`src/rtl/cpu_pkg.sv`:
```
// Shared CPU core types: fixed widths, memory access size encodings, the
// memory-stage FSM states and the captured instruction payload.
package cpu_pkg;

    localparam int unsigned XLEN   = 32;
    localparam int unsigned REG_AW = 5;
    localparam int unsigned STRB_W = XLEN / 8;

    localparam logic [1:0] SZ_B = 2'd0;
    localparam logic [1:0] SZ_H = 2'd1;
    localparam logic [1:0] SZ_W = 2'd2;

    typedef enum logic [1:0] {
        IDLE,
        REQ,
        WAIT,
        DONE
    } state_t;

    typedef struct packed {
        logic [XLEN-1:0]   pc;
        logic              rf_we;
        logic [REG_AW-1:0] rf_waddr;
        logic [XLEN-1:0]   rf_wdata;
        logic              mem_en;
        logic              mem_we;
        logic [1:0]        mem_size;
        logic              mem_unsigned;
        logic [XLEN-1:0]   mem_wdata;
    } ms_bits_t;

endpackage

```
`src/rtl/mem_align.sv`:
```
// Byte-lane alignment for data memory: store strobes and lane replication,
// plus load shifting and zero/sign extension. Purely combinational.
module mem_align
    import cpu_pkg::*;
(
    input  logic [1:0]        addr_lo,
    input  logic [1:0]        size,
    input  logic              is_unsigned,
    input  logic [XLEN-1:0]   st_data,
    input  logic [XLEN-1:0]   rdata,
    output logic [STRB_W-1:0] wstrb,
    output logic [XLEN-1:0]   wdata,
    output logic [XLEN-1:0]   ld_data
);

    logic [XLEN-1:0] shifted;

    // Store side; size 3 falls through to word
    always_comb begin
        wstrb = '1;
        wdata = st_data;
        case (size)
            SZ_B: begin
                wstrb = STRB_W'(4'b0001 << addr_lo);
                wdata = {4{st_data[7:0]}};
            end
            SZ_H: begin
                wstrb = STRB_W'(4'b0011 << {addr_lo[1], 1'b0});
                wdata = {2{st_data[15:0]}};
            end
            default: ;
        endcase
    end

    always_comb begin
        shifted = rdata;
        case (size)
            SZ_B:    shifted = rdata >> {addr_lo, 3'b000};
            SZ_H:    shifted = rdata >> {addr_lo[1], 4'b0000};
            default: ;
        endcase
    end

    always_comb begin
        ld_data = shifted;
        case (size)
            SZ_B: ld_data = is_unsigned ? {24'b0, shifted[7:0]}
                                        : {{24{shifted[7]}}, shifted[7:0]};
            SZ_H: ld_data = is_unsigned ? {16'b0, shifted[15:0]}
                                        : {{16{shifted[15]}}, shifted[15:0]};
            default: ;
        endcase
    end

endmodule

```
`src/rtl/mem_stage.sv`:
```
// Memory-access pipeline stage between execute and write-back.
// Optional forwarding outputs are compiled in with MEM_STAGE_FWD_EN.
module mem_stage
    import cpu_pkg::*;
(
    input  logic                clock,
    input  logic                reset,
    input  logic                ms_valid,
    output logic                ms_ready,
    input  logic [XLEN-1:0]     ms_bits_pc,
    input  logic                ms_bits_rf_we,
    input  logic [REG_AW-1:0]   ms_bits_rf_waddr,
    input  logic [XLEN-1:0]     ms_bits_rf_wdata,
    input  logic                ms_bits_mem_en,
    input  logic                ms_bits_mem_we,
    input  logic [1:0]          ms_bits_mem_size,
    input  logic                ms_bits_mem_unsigned,
    input  logic [XLEN-1:0]     ms_bits_mem_wdata,
    output logic                dmem_req_valid,
    input  logic                dmem_req_ready,
    output logic [XLEN-1:0]     dmem_req_addr,
    output logic                dmem_req_we,
    output logic [STRB_W-1:0]   dmem_req_wstrb,
    output logic [XLEN-1:0]     dmem_req_wdata,
    input  logic                dmem_resp_valid,
    input  logic [XLEN-1:0]     dmem_resp_rdata,
    output logic                ws_valid,
    input  logic                ws_ready,
    output logic [XLEN-1:0]     ws_bits_pc,
    output logic                ws_bits_rf_we,
    output logic [REG_AW-1:0]   ws_bits_rf_waddr,
    output logic [XLEN-1:0]     ws_bits_rf_wdata
`ifdef MEM_STAGE_FWD_EN
    ,
    output logic                fwd_valid,
    output logic [REG_AW-1:0]   fwd_waddr,
    output logic                fwd_busy,
    output logic [XLEN-1:0]     fwd_wdata
`endif
);

    state_t            state;
    state_t            state_nxt;
    ms_bits_t          bits_q;
    logic              accept_c;
    logic              load_done_c;
    logic [XLEN-1:0]   req_addr_c;
    logic [STRB_W-1:0] strb_c;
    logic [XLEN-1:0]   rep_c;
    logic [XLEN-1:0]   ld_c;

    assign accept_c    = ms_valid & ms_ready;
    assign load_done_c = (state == WAIT) & dmem_resp_valid;

    mem_align u_align (
        .addr_lo     (bits_q.rf_wdata[1:0]),
        .size        (bits_q.mem_size),
        .is_unsigned (bits_q.mem_unsigned),
        .st_data     (bits_q.mem_wdata),
        .rdata       (dmem_resp_rdata),
        .wstrb       (strb_c),
        .wdata       (rep_c),
        .ld_data     (ld_c)
    );

    always_ff @(posedge clock or posedge reset) begin
        if (reset) begin
            state <= IDLE;
        end else begin
            state <= state_nxt;
        end
    end

    // Next state and handshake outputs; DONE re-accepts in the ws handshake cycle
    always_comb begin
        state_nxt      = state;
        ms_ready       = 1'b0;
        dmem_req_valid = 1'b0;
        ws_valid       = 1'b0;
        case (state)
            IDLE: begin
                ms_ready = 1'b1;
                if (ms_valid) begin
                    state_nxt = ms_bits_mem_en ? REQ : DONE;
                end
            end
            REQ: begin
                dmem_req_valid = bits_q.mem_en;
                if (dmem_req_ready) begin
                    state_nxt = bits_q.mem_we ? DONE : WAIT;
                end
            end
            WAIT: begin
                if (dmem_resp_valid) begin
                    state_nxt = DONE;
                end
            end
            DONE: begin
                ws_valid = 1'b1;
                ms_ready = ws_ready;
                if (ws_ready) begin
                    if (ms_valid) begin
                        state_nxt = ms_bits_mem_en ? REQ : DONE;
                    end else begin
                        state_nxt = IDLE;
                    end
                end
            end
            default: state_nxt = IDLE;
        endcase
    end

    always_ff @(posedge clock or posedge reset) begin
        if (reset) begin
            bits_q <= '0;
        end else if (accept_c) begin
            bits_q <= {ms_bits_pc, ms_bits_rf_we, ms_bits_rf_waddr, ms_bits_rf_wdata,
                       ms_bits_mem_en, ms_bits_mem_we, ms_bits_mem_size,
                       ms_bits_mem_unsigned, ms_bits_mem_wdata};
        end else if (load_done_c) begin
            bits_q.rf_wdata <= ld_c;
        end
    end

    // Misaligned low address bits are dropped to the access size
    always_comb begin
        case (bits_q.mem_size)
            SZ_B:    req_addr_c = bits_q.rf_wdata;
            SZ_H:    req_addr_c = {bits_q.rf_wdata[XLEN-1:1], 1'b0};
            default: req_addr_c = {bits_q.rf_wdata[XLEN-1:2], 2'b00};
        endcase
    end

    assign dmem_req_addr  = dmem_req_valid ? req_addr_c : '0;
    assign dmem_req_we    = dmem_req_valid & bits_q.mem_we;
    assign dmem_req_wstrb = dmem_req_we ? strb_c : '0;
    assign dmem_req_wdata = dmem_req_we ? rep_c : '0;

    assign ws_bits_pc       = bits_q.pc;
    assign ws_bits_rf_we    = bits_q.rf_we;
    assign ws_bits_rf_waddr = bits_q.rf_waddr;
    assign ws_bits_rf_wdata = bits_q.rf_wdata;

`ifdef MEM_STAGE_FWD_EN
    logic in_mem_c;

    // Loads have no usable value until the response, so decode must stall
    assign in_mem_c  = (state == REQ) | (state == WAIT);
    assign fwd_busy  = in_mem_c & bits_q.mem_en & ~bits_q.mem_we;
    assign fwd_valid = bits_q.rf_we & ((state == DONE) | (in_mem_c & bits_q.mem_we));
    assign fwd_waddr = bits_q.rf_waddr;
    assign fwd_wdata = bits_q.rf_wdata;
`endif

endmodule
```
`config.mk`:
```
export PLATFORM = sky130hd
export DESIGN_NAME = mem_stage
export DESIGN_NICKNAME = d
export VERILOG_FILES = /design/src/rtl/cpu_pkg.sv /design/src/rtl/mem_align.sv /design/src/rtl/mem_stage.sv
export SDC_FILE = /design/constraint.sdc
export NUM_CORES = 1
export LEC_CHECK = 0
export CORE_MARGIN = 10
export CORE_UTILIZATION = 31
export CTS_BUF_LIST = sky130_fd_sc_hd__clkbuf_16
export DETAILED_ROUTE_END_ITERATION = 6
export SKIP_LAST_GASP = 1
export SLEW_MARGIN = 30
export SYNTH_ARGS = -nofsm -noshare
export SYNTH_HDL_FRONTEND = slang
export SYNTH_HIERARCHICAL = 1
export SYNTH_SLANG_ARGS = --single-unit
```
`constraint.sdc`:
```
create_clock -name clock -period 4.6 [get_ports clock]
set_clock_uncertainty 0.15 [all_clocks]
set_input_delay 1.15 -clock clock [delete_from_list [all_inputs] [get_ports clock]]
set_output_delay 1.15 -clock clock [all_outputs]
set_load 0.05 [all_outputs]
```
==> summary.md <==
| Metric | Value |
|---|---|
| Type of the worst setup path | `reg2out` |
| Layout Area Growth over Synthesis | `46.8%` |
| Cell count after synthesis | `617` |
| Max-Cap Viols | `0` |
| Total of warnings raised by yosys | `6` |
| Hold depth | `1` |
| Clock root cell | `clkbuf_16` |
| Type of the most critical hold path | `reg2reg` |
| Number of buffers added by the clock tree synthesis step | `9` |
| Source-to-sink clock delay at the later pin of the worst-skew pair | `360 ps` |
| Worst slew margin relative to its limit | `0.431` |
| Max-slew violation count | `0` |
| Final count of negative-setup-slack endpoints | `0` |
| Number of synthesized flops with an enable pin | `0` |
| Utilization of the core after routing | `0.460` |
| Area contributors post-synth | `dfrtp_1, mux2_2, buf_4` |
| Crit path arrival time | `2770 ps` |
| Number of vias after detailed routing | `5104` |
| Worst R2R Path Depth | `7` |
| Beginning of the critical path | `state[1]$_DFFE_PP0P_` |
| Final antenna-violating net count | `0` |
| Starting density of the core | `0.313` |
| Filler cell count | `2036` |
| Kind of cell with the highest combined delay on the critical path | `buffers and inverters` |
| Global route total overflow | `0` |
| CP Launch Type | `register` |
| Routed Wire Length | `21900 um` |
| Floorplan Core Area | `21800 sq um` |
| Fraction of layout instances using a drive strength above 1 | `0.232` |
| Static Leakage | `4.26 nW` |
| Count of nets after finishing | `957` |
| Portion of the clock cycle consumed by the worst path in the final layout | `0.884` |
| Highest achievable clock rate | `246 MHz` |
| Number of antenna violations at the first check in global routing | `1` |
| Number of top-level design ports | `287` |
| Number of buffer and inverter instances along the worst setup path | `2` |
| Synthesized area divided by synthesized cell count | `11.1 sq um` |
| Unique masters post-synth | `36` |
| Number of DRC markers after the initial detailed-route iteration | `270` |
| Number of design rule violations left after detail routing | `0` |
| Detailed-route vias per instance | `4.67` |
| Gp weighted congestion | `0.788` |
| Shortest period the worst path allows | `4070 ps` |
| Standard cell area after detailed placement | `9690 sq um` |
| H-tree levels | `3` |
| Fin Setup TNS | `0 ps` |
| Part of the Yosys area used for sequential elements | `0.400` |
| Total power divided by cell area | `765 nW/um^2` |
| Total nets after synthesis | `768` |
| Number of cell rows | `54` |
| Capturing element type of the critical path | `output port` |
| Total iterations of the first detailed-routing run | `4` |
| Die Width | `168 um` |
| Most frequent standard cell in the layout excluding fill and tap cells | `clkdlybuf4s50_1` |
| Post-CTS clock slew at the launch and capture registers of the worst setup and hold paths | `80 ps` |
| Die Height | `168 um` |
| Number of buffers inserted by hold repair at cts | `0` |
| HPWL Detailed | `16600 um` |
| Biggest fanout along the worst timing path | `31` |
| Worst-Margin Slew | `851 ps` |
| CP max stage delay | `870 ps` |
| Largest area contributor in the netlist | `dfrtp_1` |
| Outcome | `finished clean` |
| Count of buffers inserted at the top-level ports | `286` |
| Die area | `28300 sq um` |
| Slowest library cell on the worst path | `clkdlybuf4s50_1` |
| Maximum resistive drop on vdd | `0.320 mV` |
| Cell-by-cell listing of the critical path | `inv_1 -> ha_2 -> nand2_1 -> nor4b_1 -> clkdlybuf4s50_1` |
| Clock tree from TritonCTS | `done` |
| Data required time of the critical path | `3300 ps` |
| Crit. path cell count | `5` |
| PnR Total Power | `7.66 mW` |
| Vias in the first global route | `5444` |
| Number of synthesized register bits | `109` |
| Worst reg2reg startpoint | `bits_q[34]$_DFFE_PP0P_` |
| Number of hold violations in the final report | `0` |
| Primary flip-flop cell chosen by synthesis mapping | `dfrtp_1` |
| Worst r2r dst | `ws_bits_rf_wdata[15]$_DFFE_PP0P_` |
| Global routing usage summed across all routing layers | `0.151` |
| Bufs on Longest Clock Path | `2` |
| Fraction of synthesized cell area taken by the top area cell type | `0.400` |
| Syn Std Cell Area | `6820 sq um` |
| Proportion of synthesized flip-flops having asynchronous set or reset | `1.00` |
| Final-layout worst hold slack | `339 ps` |
| Global-route wire length before repair | `33600 um` |
| Leading cell types in the layout, fill and taps excluded | `clkdlybuf4s50_1, mux2_2, dfrtp_1` |
| Worst R2R Setup Slack | `1730 ps` |
| Setup repair after global routing missed its margin | `false` |
| Maximum number of pins on one net before global-route repair | `65` |
| Destination of the critical timing path | `dmem_req_addr[0]` |
| Final non-filler cell area | `10000 sq um` |
| Per-cell routed wire length | `20.0 um` |
| Clock Sinks | `109` |
==> cells in the mapped netlist (all sizes together), types with 7 or more instances <==
master / instances
clkbuf: 17
mux2: 157
dfrtp: 109
and3: 31
mux2i: 25
buf: 100
o22a: 7
nand2: 51
nor2b: 12
o21ai: 19
a221o: 8
and2: 36
inv: 15
==> logic make-up (layout without fill, tap and decap cells) <==
kind of cell,count (synthesis),in the layout,synth area share
mux,182,182,0.296
simple gates,144,144,0.116
buf+inv,132,326,0.127
flops,109,109,0.400
compound gates,44,44,0.0490
fa+ha+maj,6,6,0.0110
other cells,0,1,0
==> per-layer routing <==
layer,share of wire,global-route usage
met5,0,0
met1,0.41,0.178
met2,0.49,0.250
met3,0.093,0.0633
met4,0.0071,0.0310
==> flip-flops by register name, indices dropped and copies added, names as in the netlist <==
register,flops
ws_bits_rf_wdata,32
ws_bits_rf_waddr,5
ws_bits_rf_we,1
bits_q,37
ws_bits_pc,32
state,2
==> power breakdown <==
part           switching (mW)  internal [mW]
sequential              0.444           1.46
clock                   0.422          0.392
combinational            2.82           2.12
total                    3.68           3.97
==> stage by stage <==
stage,std cells,worst slack (ps)
floorplan,617,426
global placement,1075,670
detailed placement,1075,602
CTS,1091,204
global route,1092,363
finish,1092,532
==> repair_timing <==
| action | 4_1_cts | 5_1_grt |
|---|---|---|
| endpoints found under the setup margin | 0 | 1 |
| gates resized for setup | 0 | 1 |
| setup buffers | 0 | 0 |
==> layout make-up <==
cell class / count / area (sq um) / area share
well taps: 280 / 350 / 0.0350
flip-flops and latches: 109 / 2730 / 0.273
multi-input cells: 376 / 3230 / 0.323
clock buffers: 9 / 225 / 0.0225
clock inverters: 7 / 88.8 / 0.00887
inverters: 15 / 58.8 / 0.00587
diodes: 1 / 2.50 / 0.000250
repair buffers: 295 / 3330 / 0.332
==> worst min path at each step <==
stage | startpoint | to | slack (ps)
after floorplan | bits_q[19]$_DFFE_PP0P_ | bits_q[19]$_DFFE_PP0P_ | 300
after global placement | bits_q[19]$_DFFE_PP0P_ | bits_q[19]$_DFFE_PP0P_ | 310
after detailed placement | bits_q[19]$_DFFE_PP0P_ | bits_q[19]$_DFFE_PP0P_ | 320
after CTS | bits_q[24]$_DFFE_PP0P_ | bits_q[24]$_DFFE_PP0P_ | 340
after global routing | bits_q[22]$_DFFE_PP0P_ | bits_q[22]$_DFFE_PP0P_ | 360
final | bits_q[24]$_DFFE_PP0P_ | bits_q[24]$_DFFE_PP0P_ | 340
(Power assumes the default switching activity.)
